[src/rtl/mips_pkg.sv]
// Shared types and constants for the pipeline hazard/forwarding control.
package mips_pkg;

    typedef enum logic [1:0] {
        FWD_REG = 2'b00,
        FWD_WB  = 2'b01,
        FWD_MEM = 2'b10
    } fwd_sel_t;

    localparam logic [4:0] REG_ZERO = 5'd0;

    // A write to r0 never produces a dependency.
    function automatic logic reg_hit(input logic [4:0] dest, input logic [4:0] src);
        return (dest != REG_ZERO) && (dest == src);
    endfunction

endpackage

[src/rtl/md_busy_timer.sv]
// Counts the EX occupancy of a multi-cycle mul/div op; the start cycle itself is not counted.
module md_busy_timer #(
    parameter int MD_CYCLES = 4
) (
    input  logic clk,
    input  logic reset,
    input  logic start,
    output logic busy,
    output logic done
);

    localparam int CNT_BITS = $clog2(MD_CYCLES + 1);

    logic [CNT_BITS-1:0] md_cnt;

    always_ff @(posedge clk) begin
        if (reset) begin
            md_cnt <= '0;
        end else if (md_cnt != '0) begin
            md_cnt <= md_cnt - CNT_BITS'(1);
        end else if (start) begin
            md_cnt <= CNT_BITS'(MD_CYCLES - 1);
        end
    end

    assign busy = (md_cnt != '0);
    assign done = (md_cnt == CNT_BITS'(1));

    // A second op cannot issue while EX is still held by the first one.
    assert property (@(posedge clk) disable iff (reset) !(start && busy))
        else $error("md_busy_timer: md start while busy ignored");

endmodule

[src/rtl/hazard_unit.sv]
// Bypass selects, load-use/branch hazard detection, mul/div freeze and stall-cycle counter.
module hazard_unit
    import mips_pkg::*;
#(
    parameter int MD_CYCLES = 4,
    parameter int CNT_W     = 32
) (
    input  logic             clk,
    input  logic             reset,
    input  logic [4:0]       rs_ID,
    input  logic [4:0]       rt_ID,
    input  logic             branch_ID,
    input  logic             pcsrc_ID,
    input  logic [4:0]       rs_EX,
    input  logic [4:0]       rt_EX,
    input  logic [4:0]       writereg_EX,
    input  logic             regwrite_EX,
    input  logic             memtoreg_EX,
    input  logic             md_start_EX,
    input  logic [4:0]       writereg_MEM,
    input  logic             regwrite_MEM,
    input  logic             memtoreg_MEM,
    input  logic [4:0]       writereg_WB,
    input  logic             regwrite_WB,
    output logic [1:0]       forward_a,
    output logic [1:0]       forward_b,
    output logic             forward_a_ID,
    output logic             forward_b_ID,
    output logic             stall_IF,
    output logic             stall_ID,
    output logic             stall_EX,
    output logic             flush_ID,
    output logic             flush_EX,
    output logic             flush_MEM,
    output logic             md_busy,
    output logic             md_done,
    output logic [CNT_W-1:0] stall_count
);

    fwd_sel_t fwd_a;
    fwd_sel_t fwd_b;
    logic     lwstall;
    logic     brstall;
    logic     stall;

    md_busy_timer #(.MD_CYCLES(MD_CYCLES)) u_md_timer (
        .clk   (clk),
        .reset (reset),
        .start (md_start_EX),
        .busy  (md_busy),
        .done  (md_done)
    );

    always_comb begin
        fwd_a = FWD_REG;
        fwd_b = FWD_REG;
        // MEM holds the younger result, so it takes priority over WB.
        if (regwrite_MEM && reg_hit(writereg_MEM, rs_EX))
            fwd_a = FWD_MEM;
        else if (regwrite_WB && reg_hit(writereg_WB, rs_EX))
            fwd_a = FWD_WB;
        if (regwrite_MEM && reg_hit(writereg_MEM, rt_EX))
            fwd_b = FWD_MEM;
        else if (regwrite_WB && reg_hit(writereg_WB, rt_EX))
            fwd_b = FWD_WB;
    end

    assign forward_a    = fwd_a;
    assign forward_b    = fwd_b;
    assign forward_a_ID = regwrite_MEM && reg_hit(writereg_MEM, rs_ID);
    assign forward_b_ID = regwrite_MEM && reg_hit(writereg_MEM, rt_ID);

    always_comb begin
        lwstall = memtoreg_EX &&
                  (reg_hit(writereg_EX, rs_ID) || reg_hit(writereg_EX, rt_ID));
        // ID-stage compare cannot take an EX result or a load still in MEM.
        brstall = branch_ID &&
                  ((regwrite_EX && (reg_hit(writereg_EX, rs_ID) || reg_hit(writereg_EX, rt_ID))) ||
                   (memtoreg_MEM && (reg_hit(writereg_MEM, rs_ID) || reg_hit(writereg_MEM, rt_ID))));
        stall   = lwstall || brstall || md_busy;
    end

    assign stall_IF  = stall;
    assign stall_ID  = stall;
    assign stall_EX  = md_busy;
    assign flush_MEM = md_busy;
    assign flush_EX  = (lwstall || brstall) && !md_busy;
    assign flush_ID  = pcsrc_ID && !stall;

    always_ff @(posedge clk) begin
        if (reset)
            stall_count <= '0;
        else if (stall && (stall_count != '1))
            stall_count <= stall_count + CNT_W'(1);
    end

endmodule

[config.mk]
export PLATFORM = sky130hd
export DESIGN_NAME = hazard_unit
export DESIGN_NICKNAME = d
export VERILOG_FILES = /design/src/rtl/mips_pkg.sv /design/src/rtl/md_busy_timer.sv /design/src/rtl/hazard_unit.sv
export SDC_FILE = /design/constraint.sdc
export NUM_CORES = 1
export LEC_CHECK = 0
export ABC_CLOCK_PERIOD_IN_PS = 2370
export BUFFER_PORTS_ARGS = -buffer_cell sky130_fd_sc_hd__buf_2
export CORE_MARGIN = 4
export CORE_UTILIZATION = 50
export CTS_CLUSTER_DIAMETER = 40
export DETAILED_ROUTE_END_ITERATION = 8
export PLACE_DENSITY_LB_ADDON = 0.08
export SYNTH_ARGS = -nofsm -noshare
export SYNTH_HDL_FRONTEND = slang
export SYNTH_SLANG_ARGS = --single-unit
[constraint.sdc]
create_clock -name clk -period 2.37 [get_ports clk]
set_input_delay 0 -clock clk [delete_from_list [all_inputs] [get_ports clk]]
set_output_delay 0 -clock clk [all_outputs]
set_load 0.05 [all_outputs]
# After elaboration in Yosys (flattened, before gate mapping)
# Index checks and enable logic that the tools add are counted.
dict set report totals {
  latch_bits 0
  register_bits 35
  ramBits 0
  memories 0
  rom_bits 0
}
dict set report op_classes {
  n_reduce_logical 33
  n_bitwise 0
  mux 6
  n_div 0
  n_addsub 2
  n_eq_ne 10
  n_mul 0
  shift 0
  magnitude_cmp 0
}
# cell count
set ops {}
lappend ops {{equality test 5 bit} 8}
lappend ops {{adder 32 x 1 -> 32 bit, second input constant} 1}
lappend ops {{!= test 32 bit, second input constant} 1}
lappend ops {{logical AND 1 bit} 21}
lappend ops {{nonzero test 5 bit} 3}
lappend ops {{2-to-1 mux 3 bit} 2}
lappend ops {{logical OR 1 bit} 5}
lappend ops {{2-to-1 mux 2 bit} 2}
lappend ops {{equality test 3 x 1 -> 1 bit, second input constant} 1}
lappend ops {{nonzero test 3 bit} 1}
lappend ops {{subtractor 3 x 1 -> 3 bit, second input constant} 1}
lappend ops {{zero test 1 bit} 2}
lappend ops {{2-to-1 mux 1 bit} 2}
lappend ops {{nonzero test 2 bit} 1}

# Longest topological paths before layout
# Gate-level depths: netlist of the first run.
dict set report logic_depth {
  depth_word 10
  mapped_depth 10
  depth_no_buf 8
}

# Hierarchy
# From an unflattened synthesis of the first run, not the netlist that was laid out.
dict set report hier_totals {
  cells_unflattened 308
  area_unflattened_um2 2461.1
}
# module instances seq_area_each_um2 area_per_inst_um2 cells_per_inst
set modules_own_cells {}
lappend modules_own_cells {hazard_unit 1 640.6 2278.4 290}
lappend modules_own_cells {md_busy_timer 1 60.1 182.7 18}

# Worst setup path after synthesis of the first run
# No wires, ideal clock.
dict set report synth_path {
  path_kind {input to output}
  startpoint {input port writereg_MEM[0]}
  endpoint {output port forward_a[0]}
  n_path_buf 1
  slack_ps -392
  arrival_ps 2762
  cell_stages 6
  cell_sequence {buf_2 > nor3_1 > nand2_1 > nand2_1 > nor4_1 > nor4_1}
}
dict set report synth_between {
  elab_chain_len 4
  word_cells_on_any_way 5
  classes_between {eq/ne (1); mux (1); reduce/logical (3)}
}
# item line_no
set synth_rtl {}
lappend synth_rtl {{start: declaration} hazard_unit.sv:20} ;# input logic [4:0] writereg_MEM,
lappend synth_rtl {{equality test 5 bit / nonzero test 5 bit (equally long branches)} mips_pkg.sv:14} ;# return (dest != REG_ZERO) && (dest == src);
lappend synth_rtl {{logical AND 1 bit (*)} mips_pkg.sv:14}
lappend synth_rtl {{logical AND 1 bit (*)} hazard_unit.sv:58} ;# if (regwrite_MEM && reg_hit(writereg_MEM, rs_EX))
lappend synth_rtl {{2-to-1 mux 2 bit (*)} hazard_unit.sv:58}
lappend synth_rtl {{end: declaration} hazard_unit.sv:25} ;# output logic [1:0] forward_a,
# Mark *: on every way between the ends. The rest lies on a longest branch, timed or not.

# Worst setup path after layout of the first run
dict set report layout_path {
  startpoint {register stall_count[24]}
  endpoint {register stall_count[2]}
}
dict set report layout_between {
  elab_chain_len 2
}
# item line_no
set layout_rtl {}
lappend layout_rtl {{start: declaration} hazard_unit.sv:37} ;# output logic [CNT_W-1:0] stall_count
lappend layout_rtl {{start signal: assignment} hazard_unit.sv:94} ;# stall_count <= stall_count + CNT_W'(1);
lappend layout_rtl {{!= test 32 bit} hazard_unit.sv:93} ;# else if (stall && (stall_count != '1))
lappend layout_rtl {{logical AND 1 bit} hazard_unit.sv:93}
# No other way between the ends.
# A chain may end at the register's enable or synchronous reset.

==> results of run 1 <==
==> power breakdown <==
part,internal [µW],switching (µW)
logic,296,763
clock network,265,217
registers,636,43.0
==> critical path: cells and delay by family, from the launching register on <==
| kind | cells | cell delay (ns) |
|---|---|---|
| and+or+nand+nor | 5 | 0.94 |
| DFF | 1 | 0.42 |
| muxes | 1 | 0.32 |
| buffers and inverters | 2 | 0.31 |
==> metrics by stage <==
stage | utilization (%) | TNS [ns] | hold WS [ns] | setup WS [ns]
3_5_place_dp | 62.0 | 0 | 0.372 | 0.302
4_1_cts | 64.1 | 0 | 0.0609 | 0.296
5_1_grt | 64.1 | 0 | 0.0796 | 0.110
3_3_place_gp | 62.0 | 0 | 0.363 | 0.378
2_1_floorplan | - | -0.784 | 0.217 | -0.392
6_report | 64.1 | 0 | 0.0653 | 0.283
==> sequential cells by signal (all words and copies together) (netlist names) <==
signal / flops
stall_count: 32
u_md_timer.md_cnt: 3
==> path summary, 6_finish.rpt <==
kind | from | endpoint | cells after the start
max | stall_count[24] | stall_count[2] | 8
min reg2reg | stall_count[10] | stall_count[10] | 2
max reg2reg | stall_count[24] | stall_count[2] | 8
min | md_start_EX | u_md_timer.md_cnt[1] | 4
==> routing by layer <==
layer	wire, µm	share of wire, %	global-route usage (%)
met5	0	0	0
met1	2950	47	27.2
met2	2950	47	31.7
met4	72	1.1	6.64
met3	322	5.1	3.85
==> cell usage in the layout (no fill, tap or decap), types with 2 or more instances in the layout <==
cell type,count
o31ai_1,20
xnor2_1,16
and4_1,3
nor2_1,19
or4_1,22
and2_1,2
nand4_1,8
mux2_1,3
a21oi_1,27
dfxtp_1,25
nand2_1,13
inv_1,6
nor3_1,11
clkbuf_8,7
and3_1,8
nor2b_1,10
o21ai_0,4
nor4_1,8
buf_4,8
ha_1,4
dfxtp_2,10
nand3_1,19
xor2_1,24
buf_2,90
mux2_2,6
==> layout make-up <==
| class | count | area [µm²] | share of cell area (%) |
|---|---|---|---|
| Inverter | 6 | 22.5 | 0.735 |
| Timing Repair Buffer | 99 | 531 | 17.3 |
| Clock buffer | 8 | 100 | 3.27 |
| Sequential cell | 35 | 713 | 23.3 |
| Multi-Input combinational cell | 240 | 1620 | 52.7 |
| Tap cell | 67 | 83.8 | 2.73 |
==> logic make-up (layout without fill, tap and decap cells) <==
| kind of cell | after synthesis | after routing | share of synthesized area [%] |
|---|---|---|---|
| and+or+nand+nor | 131 | 131 | 30.3 |
| adders and majority gates | 4 | 4 | 2.00 |
| buffers and inverters | 31 | 113 | 7.65 |
| muxes | 10 | 10 | 4.45 |
| xor gates and xnor gates | 40 | 40 | 14.0 |
| AOI/OAI and AO/OA | 55 | 55 | 13.6 |
| DFF | 35 | 35 | 28.0 |
==> results.toml, run 1 <==
[status]
outcome = "completed"

[timing]
layout_worst_path_cycle_share_pct = 88.1
finClkSkew_ns = 0.00532
setup_viol = 0
drv_slew = 0
fmax_mhz = 479
slew_headroom_pct = 47.6
final-hold-violation-count = 0
rsz0062_at_grt = "no"
min_period_ns = 2.09
worstMarginPinSlew_ns = 0.786

[setup_path]
r2r_setup_slack_ns = 0.28
cpMostUsedCell = "nand3_1"
crit_arrival_ns = 2.27
critical_path.startpoint_type = "flip-flop"
path_class = "reg -> reg"
cp-end-kind = "flip-flop"
cp.required_ns = 2.55
crit_fanout = 18
cp_slowest_cell = "dfxtp_1"
max_stage_delay_ns = 0.42
crit_chain = "and4_1 > and3_1 > nand3_1 > nor2_2 > buf_4 > inv_1 > nand3_1 > mux2_2"

[floorplanning]
die_h_um = 78.7
die_area_mm2 = 0.00620
die_w_um = 78.7
rows = 25
io_pins = 91
core_area_mm2 = 0.00479
initial_core_util_pct = 52.3

[cells_and_area]
fin_nets = 436
area_delta_synth_final_pct = 22.6
fin_area_mm2 = 0.00307
layout-drive-gt1-share_pct = 33.0
fin_cells = 455
antenna_cells = 0
fill_cells = 442

[clock_tree]
clk_path_buf_depth = 2
cts_made_buffers = 5
cts.sinks = 35
clk_pin_slew_ns = 0.07
cts_setup_buffers = 0
ctsHoldBuffers = 0
clk_latency_ns = 0.29
cts_tree = "yes"
root_buffer = "clkbuf_8"
ctsResizeCount = 0
htree_levels = 2

[route]
drc = 0
routed_wl_um = 6300
drtIter0Drc = 92
num_vias = 2532
vias_per_cell = 5.56
wl_per_cell_um = 13.8
ant_nets = 0
drt-pass1-iter-count = 4

[pwr]
power.density_mw_per_mm2 = 724
ir_drop_mv = 0.939
p_leak_uw = 0.00131
power_uw = 2220

[job]
drv_cap = 0

[worst_hold_path]
hold_class = "in -> reg"

[logic_synthesis]
ys_ff_latch = 35
synth_top_area_share_pct = 28.0
synth_edf_count = 0
synth.net_count = 355
ys_warn_count = 0
ys_async_sr_fraction_pct = 0
ys_types = 39
synth.largest_area_cell = "dfxtp_1"
synth_most_common_cell = "dfxtp_1"
synth_cells = 306
synth_common_cells = "dfxtp_1, a21oi_1, xor2_1, or4_1, o31ai_1"
synthTopCellsByArea = "dfxtp_1, xor2_1, or4_1, o31ai_1, xnor2_1"
synthFlopType = "dfxtp_1"
syn_area_mm2 = 0.00250
avgSynthCellArea_um2 = 8.17
ys_seq_area_share_pct = 28.0

[global_route]
grt.overflow.total = 0
grt_use_total_pct = 20.0
grt_start_max_net_pins = 56
grt_antenna_before_repair = 0
grt_pass1_vias = 2203
grt_pass1_wl_um = 10200

[placement]
dp.cells = 447
gp_congestion = 0.864
hpwlAfterDp_um = 4720
placed_area_mm2 = 0.00297
port_buffers = 90
(Power assumes the default switching activity.)
==> run 2: changes to the inputs <==
==> constraint.sdc (replaced) <==
create_clock -name clk -period 2.37 [get_ports clk]
set_input_delay 0 -clock clk [delete_from_list [all_inputs] [get_ports clk]]
set_output_delay 0 -clock clk [all_outputs]
set_load 0.02 [all_outputs]
==> results.toml, run 2 (synthesized netlist as in run 1, its figures left out) <==
[worst_hold_path]
hp-start = "md_start_EX"
hold_class = "in -> reg"

[cells_and_area]
layout-drive-gt1-share_pct = 30.6
largest_reg_flops = 32
mostFrequentLayoutCells = "buf_2, dfxtp_1, a21oi_1"
fin_area_mm2 = 0.00303
fill_cells = 464
antenna_cells = 0
layout_commonest_cell = "buf_2"
fin_nets = 435
top_register = "stall_count"
register_area_um2 = 701
area_delta_synth_final_pct = 21.3
multi_input_comb_area_mm2 = 0.00162
reg_top3 = "stall_count (32), u_md_timer.md_cnt (3)"

[pwr]
seq_power_share_pct = 34.7
ir_drop_mv = 0.865
combPwrFrac_pct = 42.7
power.density_mw_per_mm2 = 640
pwr-share-clk_pct = 22.5
p_int_uw = 1160
switching_share_pct = 40.5
p_sw_uw = 786
p_leak_uw = 0.00129

[setup_path]
cp-end-kind = "flip-flop"
cp-startpoint = "stall_count[7]"
cp_slowest_cell = "dfxtp_1"
crit-reg2reg-launch = "stall_count[7]"
crit_family = "simple AND/OR/NAND/NOR gates"
cp_num_buf_inv = 0
max_stage_delay_ns = 0.41
path_class = "reg -> reg"
crit_chain = "and4_1 > and4_2 > and3_1 > nand3_1 > or4_1 > a21oi_1"
crit_fanout = 7
critical_path.startpoint_type = "flip-flop"
crit_arrival_ns = 2.35
cp.required_ns = 2.57

[clock_tree]
cts_tree = "yes"
ctsHoldBuffers = 0
clk_latency_ns = 0.29
ctsResizeCount = 0
clk_pin_slew_ns = 0.07
root_buffer = "clkbuf_8"
cts.sinks = 35
clk_path_buf_depth = 2
cts_setup_buffers = 0
htree_levels = 2
cts_made_buffers = 5

[global_route]
grt_antenna_before_repair = 0
grt_start_max_net_pins = 48
grt_use_total_pct = 19.4
grt_pass1_wl_um = 9970
grt.overflow.total = 0
grt_pass1_vias = 2191

[route]
ant_nets = 0
drt-pass1-iter-count = 4
num_vias = 2481
drc = 0
drtIter0Drc = 107
routed_wl_um = 6160
wl_per_cell_um = 13.6
vias_per_cell = 5.48

[floorplanning]
die_area_mm2 = 0.00620
initial_core_util_pct = 52.3
die_h_um = 78.7
die_w_um = 78.7
io_pins = 91
core_area_mm2 = 0.00479
rows = 25

[timing]
setup_viol = 0
worstMarginPinSlew_ns = 0.772
finClkSkew_ns = 0.00989
final-hold-violation-count = 0
layout_worst_path_cycle_share_pct = 90.5
worst_hold_slack_ns = 0.0656
setup_tns_ns = 0
min_period_ns = 2.15
slew_headroom_pct = 48.5
drv_slew = 0
rsz0062_at_grt = "no"
fmax_mhz = 466
fin_ws_ns = 0.225

[placement]
port_buffers = 90
placed_area_mm2 = 0.00295
hpwlAfterDp_um = 4680
gp_congestion = 0.826
dp_slack_ns = 0.212

[job]
drv_cap = 0

[status]
outcome = "completed"
==> run 2: cell count changes in the layout (fill, tap and decap cells not counted), sizes merged <==
cell and change:
buf -1, clkbuf -2, clkinv +1
==> run 2: cell type report <==
| type | instances | share of cell area [%] |
|---|---|---|
| clock inverters | 1 | 0.165 |
| well taps | 67 | 2.76 |
| flip-flops and latches | 35 | 23.1 |
| inverters | 6 | 0.742 |
| repair buffers | 98 | 17.2 |
| clock buffers | 6 | 2.72 |
| multi-input cells | 240 | 53.3 |
==> run 2: path summary, 6_finish.rpt <==
| check | to | slack, ns | depth (start not counted) |
|---|---|---|---|
| setup reg to reg | stall_count[27] | 0.22 | 6 |
| hold / removal | u_md_timer.md_cnt[1] | 0.07 | 4 |
| hold reg to reg | u_md_timer.md_cnt[1] | 0.49 | 2 |
| setup / recovery | stall_count[27] | 0.22 | 6 |
==> run 2: metrics by stage <==
stage	instances	total power, µW	util (%)
floorplan	306	1340	-
global placement	446	1510	61.5
detailed placement	446	1520	61.5
CTS	453	1960	63.4
global route	453	2070	63.4
finish	453	1940	63.4
==> run 2: worst register-to-register path, stage by stage, from the launching register on <==
cell	delay (ns)
dfxtp_1	0.41
and4_1	0.27
and4_2	0.33
and3_1	0.34
nand3_1	0.14
or4_1	0.41
a21oi_1	0.16
==> run 2: metal layers <==
| metal | vias up | track usage [%] | wire (µm) |
|---|---|---|---|
| met5 | - | 0 | 0 |
| met2 | 65 | 29.5 | 2880 |
| met1 | 1138 | 27.9 | 2950 |
| met4 | 0 | 5.24 | 0 |
| li1 | 1278 | - | - |
| met3 | 0 | 3.63 | 333 |
==> run 2: power groups by stage <==
stage	combinational [µW]	clock, µW	sequential, µW
2_1_floorplan	639	0	701
3_3_place_gp	827	0	685
3_5_place_dp	834	0	686
6_report	830	438	674
5_1_grt	924	467	683
4_1_cts	839	450	673
